`src/rtl/mem_access_stage.sv`:
```
// MIPS-32 memory-access stage: issues loads/stores over a req/ack
// handshake, extracts load lanes and registers the write-back payload.
module mem_access_stage #(
  parameter int                ADDR_W     = 32,
  parameter logic [ADDR_W-1:0] RESET_ADDR = '0
) (
  input  logic              clk,
  input  logic              rst_n,
  input  logic              ex_valid,
  input  logic [31:0]       ex_alu_result,
  input  logic [31:0]       ex_store_data,
  input  logic              ex_mem_read,
  input  logic              ex_mem_write,
  input  logic [1:0]        ex_size,
  input  logic              ex_load_unsigned,
  input  logic [4:0]        ex_rd,
  input  logic              ex_reg_write,
  output logic              stall,
  output logic              dmem_req,
  output logic              dmem_we,
  output logic [ADDR_W-1:0] dmem_addr,
  output logic [31:0]       dmem_wdata,
  output logic [3:0]        dmem_be,
  input  logic [31:0]       dmem_rdata,
  input  logic              dmem_ack,
  output logic              wb_valid,
  output logic [31:0]       wb_alu_result,
  output logic [31:0]       wb_load_data,
  output logic              wb_mem_sel,
  output logic [4:0]        wb_rd,
  output logic              wb_reg_write,
  output logic              wb_misalign
);

  typedef enum logic {
    IDLE,
    ACCESS
  } state_t;

  typedef struct packed {
    logic [31:0]       alu;
    logic [ADDR_W-1:0] addr;
    logic [1:0]        lane;
    logic [1:0]        size;
    logic              uns;
    logic [4:0]        rd;
    logic              reg_write;
    logic              store;
    logic [31:0]       wdata;
    logic [3:0]        be;
  } acc_t;

  typedef struct packed {
    logic        valid;
    logic [31:0] alu;
    logic [31:0] load;
    logic        mem_sel;
    logic [4:0]  rd;
    logic        reg_write;
    logic        misalign;
  } wb_t;

  state_t      state_q, state_n;
  acc_t        acc_q, acc_n;
  wb_t         wb_q, wb_n;

  logic        is_mem;
  logic        sz_half;
  logic        sz_word;
  logic        misalign;
  logic        start;
  logic [3:0]  be_c;
  logic [31:0] wdata_c;
  logic [31:0] lane_data;
  logic [31:0] load_c;

  assign is_mem  = ex_valid & (ex_mem_read | ex_mem_write);
  assign sz_half = (ex_size == 2'b01);
  assign sz_word = ex_size[1];

  assign misalign = is_mem &
    ((sz_half & ex_alu_result[0]) |
     (sz_word & |ex_alu_result[1:0]));

  assign start = (state_q == IDLE) & is_mem & ~misalign;

  always_comb begin
    be_c    = '0;
    wdata_c = '0;
    unique case (1'b1)
      sz_word: begin
        be_c    = 4'b1111;
        wdata_c = ex_store_data;
      end
      sz_half: begin
        be_c    = ex_alu_result[1] ? 4'b1100 : 4'b0011;
        wdata_c = {2{ex_store_data[15:0]}};
      end
      default: begin
        be_c    = 4'b0001 << ex_alu_result[1:0];
        wdata_c = {4{ex_store_data[7:0]}};
      end
    endcase
  end

  // Loads pick the addressed lane; sign bit is masked for LBU/LHU.
  assign lane_data = dmem_rdata >> {acc_q.lane, 3'b000};

  always_comb begin
    load_c = '0;
    unique case (1'b1)
      acc_q.size[1]: load_c = dmem_rdata;
      acc_q.size == 2'b01:
        load_c = {{16{~acc_q.uns & lane_data[15]}},
                  lane_data[15:0]};
      default:
        load_c = {{24{~acc_q.uns & lane_data[7]}},
                  lane_data[7:0]};
    endcase
  end

  always_comb begin
    state_n = state_q;
    acc_n   = acc_q;
    unique case (state_q)
      IDLE: begin
        if (start) begin
          state_n         = ACCESS;
          acc_n.alu       = ex_alu_result;
          acc_n.addr      = {ex_alu_result[ADDR_W-1:2], 2'b00};
          acc_n.lane      = ex_alu_result[1:0];
          acc_n.size      = ex_size;
          acc_n.uns       = ex_load_unsigned;
          acc_n.rd        = ex_rd;
          acc_n.reg_write = ex_reg_write;
          acc_n.store     = ex_mem_write;
          acc_n.wdata     = ex_mem_write ? wdata_c : '0;
          acc_n.be        = be_c;
        end
      end
      ACCESS: begin
        if (dmem_ack) state_n = IDLE;
      end
      default: state_n = IDLE;
    endcase
  end

  always_comb begin
    wb_n = '0;
    if (state_q == ACCESS) begin
      if (dmem_ack) begin
        wb_n.valid     = 1'b1;
        wb_n.alu       = acc_q.alu;
        wb_n.load      = acc_q.store ? '0 : load_c;
        wb_n.mem_sel   = ~acc_q.store;
        wb_n.rd        = acc_q.rd;
        wb_n.reg_write = acc_q.reg_write & ~acc_q.store;
      end
    end else if (misalign) begin
      wb_n.valid    = 1'b1;
      wb_n.alu      = ex_alu_result;
      wb_n.rd       = ex_rd;
      wb_n.misalign = 1'b1;
    end else if (!start) begin
      wb_n.valid     = ex_valid;
      wb_n.alu       = ex_alu_result;
      wb_n.rd        = ex_rd;
      wb_n.reg_write = ex_valid & ex_reg_write;
    end
  end

  always_ff @(posedge clk or negedge rst_n) begin
    if (!rst_n) begin
      state_q <= IDLE;
      acc_q   <= '0;
      wb_q    <= '0;
    end else begin
      state_q <= state_n;
      acc_q   <= acc_n;
      wb_q    <= wb_n;
    end
  end

  // rst_n gates stall so a held upstream memory op cannot stall in reset.
  assign stall = rst_n &
    ((state_q == IDLE) ? start : ~dmem_ack);

  assign dmem_req   = (state_q == ACCESS);
  assign dmem_we    = dmem_req & acc_q.store;
  assign dmem_addr  = dmem_req ? acc_q.addr : RESET_ADDR;
  assign dmem_wdata = dmem_req ? acc_q.wdata : '0;
  assign dmem_be    = dmem_req ? acc_q.be : '0;

  assign wb_valid      = wb_q.valid;
  assign wb_alu_result = wb_q.alu;
  assign wb_load_data  = wb_q.load;
  assign wb_mem_sel    = wb_q.mem_sel;
  assign wb_rd         = wb_q.rd;
  assign wb_reg_write  = wb_q.reg_write;
  assign wb_misalign   = wb_q.misalign;

endmodule

```
`config.mk`:
```
export PLATFORM = sky130hd
export DESIGN_NAME = mem_access_stage
export DESIGN_NICKNAME = d
export VERILOG_FILES = /design/src/rtl/mem_access_stage.sv
export SDC_FILE = /design/constraint.sdc
export NUM_CORES = 1
export LEC_CHECK = 0
export BUFFER_PORTS_ARGS = -buffer_cell sky130_fd_sc_hd__buf_2
export CORE_UTILIZATION = 51
export CTS_BUF_LIST = sky130_fd_sc_hd__clkbuf_4
export DETAILED_ROUTE_END_ITERATION = 8
export GPL_TIMING_DRIVEN = 1
export MAX_ROUTING_LAYER = met4
export PLACE_DENSITY = 0.82
export SYNTH_ARGS = -nofsm -noshare
export SYNTH_HDL_FRONTEND = slang
export SYNTH_SLANG_ARGS = --single-unit
```
`constraint.sdc`:
```
create_clock -name clk -period 2.2 [get_ports clk]
set_input_delay 0 -clock clk [delete_from_list [all_inputs] [get_ports clk]]
set_output_delay 0 -clock clk [all_outputs]
set_load 0.02 [all_outputs]
```
-- Word-level counts from Yosys, hierarchy flattened
Index checks and enable logic that the tools add are counted.
- bits of input ports: 111
- logic and storage cells: 67
- register bits after elaboration: 184
- shift operators: 2
- reduce and logical (&&, ||, !) cells: 2
- equality and inequality tests: 2
- bitwise operators: 19
- multiplexer cells: 24
- operator list (kind ; number):
    $mux W33 ; 4
    $mux W32 ; 4
    $pmux W32 S2 ; 2
    $mux W72 ; 1
    $shr A32 B5 Y16 ; 1
    $and A1 B1 Y1 ; 12
    $mux W6 ; 2
    $mux W4 ; 2
    $pmux W4 S2 ; 1
    $mux W1 ; 6
    $mux W5 ; 1
    $not A1 Y1 ; 5
    $eq A2 B1 Y1 const B ; 2
    $shl A1 B2 Y4 const A ; 1
    $or A1 B1 Y1 ; 2
    $pmux W1 S2 ; 1
    $reduce_and A2 Y1 ; 1
    $reduce_or A2 Y1 ; 1

-- Depth between registers and ports, before layout
- depth after elaboration: 9
- mapped depth: 8
- depth with buffers taken out: 4

-- Least setup slack after synthesis
Ideal clock, no wire load.
- path type: flip-flop to flip-flop
- from: register, netlist name acc_q[80]
- to: register wb_q (netlist bit wb_load_data[15])
- period minus slack after synthesis: 1681 ps
- library setup time: 146 ps
- setup slack: 519 ps
- data arrival time: 1534 ps
- stages on the path, launching flop included: 6
- data required time: 2054 ps
- cells stage by stage: dfrtp_1 -> mux4_2 -> nor2b_1 -> o31ai_4 -> buf_4 -> a221oi_1
- RTL lines (what ; RTL line ; source):
    to (signal assigned) ; 180 ; wb_q <= wb_n;
    to (decl) ; 65 ; wb_t wb_q, wb_n;

-- Final worst setup path
- from: input port ex_size[0]
- to: register acc_q[29] (netlist bit)
- longest elaborated chain between the ends: 7
- elaborated cells between the ends (all ways): 9
- ends and longest elaborated chain (what ; RTL line ; source):
    from (decl) ; 14 ; input logic [1:0] ex_size,
    $eq A2 B1 Y1 * ; 78 ; assign sz_half = (ex_size == 2'b01);
    $and A1 B1 Y1 ; 82 ; ((sz_half & ex_alu_result[0]) |
    $or A1 B1 Y1 ; 82 ;
    $and A1 B1 Y1 ; 81 ; assign misalign = is_mem &
    $not A1 Y1 ; 85 ; assign start = (state_q == IDLE) & is_mem & ~misalign;
    $and A1 B1 Y1 ; 85 ;
    $reduce_and A2 Y1 (no line) ; -- ;
    to (signal assigned) ; 179 ; acc_q <= acc_n;
    to (decl) ; 64 ; acc_t acc_q, acc_n;
Every way passes the cells marked *; elsewhere a longest branch is shown, timed or not.
A chain may end at the register's enable or synchronous reset.

==> results.md <==
* Synth Flop Type: dfrtp_1
* DIE AREA at 0.0140 mm²
* Switching Share at 0.342
* Clk_lat worst skew at 560 ps
* Clock share of power at 0.255
* Worst hold path type: in -> reg
* Top-area cell type share of the netlist area at 0.549
* Vias at 6814
* Worst relative slew slack at 0.356
* Crit path max fanout at 11
* TritonRoute pass-1 iters at 5
* Routed WL per cell at 19.9 µm
* GRT Total Usage at 0.360
* Critical path's most frequent cell: dlygate4sd3_1
* Die height at 119 µm
* Hold Crit Start: ex_mem_write
* Routed met3 length at 1870 µm
* Area contributors post-synth: dfrtp_1 (55%), mux2_2 (8.3%), and2_1 (6.2%)
* Max stage delay cell, worst path: dlygate4sd3_1
* WL met2 at 12300 µm
* Pre-CTS setup slack at 268 ps
* Reg2Reg Launch Point: acc_q[80]$_DFFE_PN0P_
* Row cnt at 42
* Critical setup path kind: in -> reg
* Core footprint at 0.0132 mm²
* EDFF count, synth at 0
* Max-cap viol count at 0
* Non-Filler Instances at 1215
* Sequential area share after synthesis at 0.549
* Critical Path RT at 2690 ps
* Asr flop ratio synth at 1.00
* Placed Cells incl. Taps at 1024
* Routed length on met1 at 8960 µm
* R2R cell count at 6
* PD cells at 801 mW/mm²
* Largest net degree at the start of global routing at 74
* # Post-CTS Setup Buffers at 0
* Critical Path End Type: flip-flop
* Unrepaired setup endpoints after global routing: no
* Placer Congestion at 0.968
* Fin nets at 1136
* CTS tree: built
* Period minus WS final at 2180 ps
* Setup TNS Final at 0 ps
* Cell Int Power at 5430 µW
* Worst path max stage delay at 650 ps
* Sinks on Clock Net at 152
* Yosys warns at 0
* WP data arrival at 2670 ps
* Fmax at 459 MHz
* Tcrit/Tclk final at 0.990
* Final wirelength at 24200 µm
* CTS Buffer Depth at 2
* Highest Signal Layer: met4
* DRC viols at 0
* ANT nets after route at 0
* Area grow syn2layout at 49.0%
* Worst setup path start: ex_size[0]
* Count of port buffers added during placement at 252
* Worst flop-to-flop path endpoint: wb_load_data[6]$_DFF_PN0_
* Pleak at 0.00529 µW
* CP startpoint kind: input pin
* IR drop worst, VDD at 486 µV
* First-pass GRT wire length at 37500 µm
* Worst setup margin at 21.9 ps
* Reg2reg setup slack at 100 ps
* First DRT Iteration DRCs at 541
* Yosys cell types at 36
* Starting density of the core at 0.523
* Least-Margin Pin Slew at 964 ps
* Die Wd at 119 µm
* Clk pin slew, worst setup/hold paths at 130 ps
* Cells after Synth at 630
* Syn avg cell area at 11.0 µm²
* Cell taking the most area after synthesis: dfrtp_1
* Dpl hpwl at 12300 µm
* Vias in the first global route at 6974
* Setup Skew at 13.3 ps
* Top post-synthesis cells by count: dfrtp_1 (152), nand2_1 (95), and2_1 (69), mux2_2 (51), o21ai_0 (41)
* Fillcell total at 785
* Global route total overflow at 0
* Synthesized flop and latch total at 152
* Combinational power share at 0.310
* Hold Vio Cnt, Final at 0
* Count leader, synth: dfrtp_1
* I/O pin total at 255
* Vias per cell at 5.61
* Critical-path cell list: dlygate4sd3_1, clkbuf_4, mux2i_1, o21ai_0, dlygate4sd3_1, nand2_1, dlygate4sd3_1, o21ai_0
* H-tree depth at 4
* CP endpoint: acc_q[29]$_DFFE_PN0P_
* CTS root buffer: clkbuf_4
* Share of layout cells above drive strength 1 at 0.365
* Cts bufs inserted at 17
* Final setup viols at 0
* Initial antenna violation count at 1
* Sequential share of power at 0.436
* Final Max Slew Viols at 0
* Status: finished clean
* P_sw at 2830 µW
* Area of the mapped netlist at 0.00692 mm²
## worst min-delay path by stage
stage / depth (start not counted) / slack, ps / to
floorplan: 0 / -300 / acc_q[0]$_DFFE_PN0P_
global placement: 1 / -20 / wb_alu_result[10]$_DFF_PN0_
detailed placement: 1 / -10 / wb_alu_result[3]$_DFF_PN0_
CTS: 3 / 70 / acc_q[36]$_DFFE_PN0P_
global route: 3 / 110 / acc_q[36]$_DFFE_PN0P_
finish: 3 / 120 / acc_q[36]$_DFFE_PN0P_
## logic make-up (layout without fill, tap and decap cells)
logic type / Yosys count / count (layout) / share of synthesized area
and+or+nand+nor: 197 / 197 / 0.136
other: 1 / 3 / 0.000542
muxes: 83 / 83 / 0.136
AOI/OAI and AO/OA: 136 / 138 / 0.136
DFF: 152 / 152 / 0.549
buffers and inverters: 61 / 466 / 0.0423
## area by class of cell
type	instances	area, µm²	share of cell area
sequential	152	3800	0.369
timing repair buffer	425	3020	0.293
multi-input combinational	420	2880	0.279
clock inverter	14	223	0.0216
tap	176	220	0.0213
clock buffer	18	135	0.0131
inverter	9	33.8	0.00327
antenna	1	2.50	0.000243
## sequential cells by signal, summed over array words and instances (netlist names)
signal	cells
acc_q	78
dmem_req	1
wb_alu_result	32
wb_load_data	32
wb_mem_sel	1
wb_misalign	1
wb_rd	5
wb_reg_write	1
wb_valid	1
## critical path, delay by kind of cell
family | cells | cell delay [ps]
buffers and inverters | 4 | 1980
AO/OA/AOI/OAI | 2 | 430
multiplexers | 1 | 180
AND/OR/NAND/NOR | 1 | 70
## what timing repair did
item / 4_1_cts / 5_1_grt
cloned: 1 / 1
resized for setup: 0 / 5
setup endpoints to repair: 1 / 5
pin swaps: 0 / 1
endpoints found under the hold margin: 303 / 0
hold buffers: 156 / 0
## power groups by stage
| stage | sequential, µW | clock, µW | combinational [µW] |
|---|---|---|---|
| final | 3600 | 2100 | 2560 |
| after global routing | 3650 | 2260 | 2720 |
| after CTS | 3560 | 2110 | 2430 |
| after detailed placement | 3610 | 0 | 2180 |
| after global placement | 3600 | 0 | 2140 |
| after floorplan | 3710 | 0 | 1310 |
## per-stage QoR
step	total power [µW]	hold WS, ps	util	instance area [µm²]
after floorplan	5020	-296	-	6930
after global placement	5740	-17.3	0.630	8340
after detailed placement	5800	-11.9	0.630	8340
after CTS	8100	68.3	0.777	10300
after global routing	8620	109	0.779	10300
final	8260	124	0.779	10300
## placed cells by master (no fill, tap or decap), types with 2 or more instances in the layout
master	count
buf_4	12
dlygate4sd3_1	155
clkinv_4	4
buf_12	3
dfrtp_1	151
inv_6	2
and2_1	69
a22o_1	37
mux2i_1	24
mux2_4	7
clkbuf_4	19
nor2b_1	4
o21ai_0	41
conb_1	2
inv_1	9
nand2_1	95
a221oi_1	8
buf_6	3
a21o_1	2
nor2_1	20
bufinv_16	5
buf_2	250
a21oi_1	32
o31ai_1	2
a211o_4	2
mux2_2	51
clkinvlp_4	2
a31o_2	2
nor3_1	2
o221a_2	7
## metal layers
metal,track usage,up-vias
met5,-,-
met4,0.174,0
met3,0.0787,103
met2,0.597,438
met1,0.415,3313
li1,-,2960
Note: power is estimated with default switching activity, not from simulation.
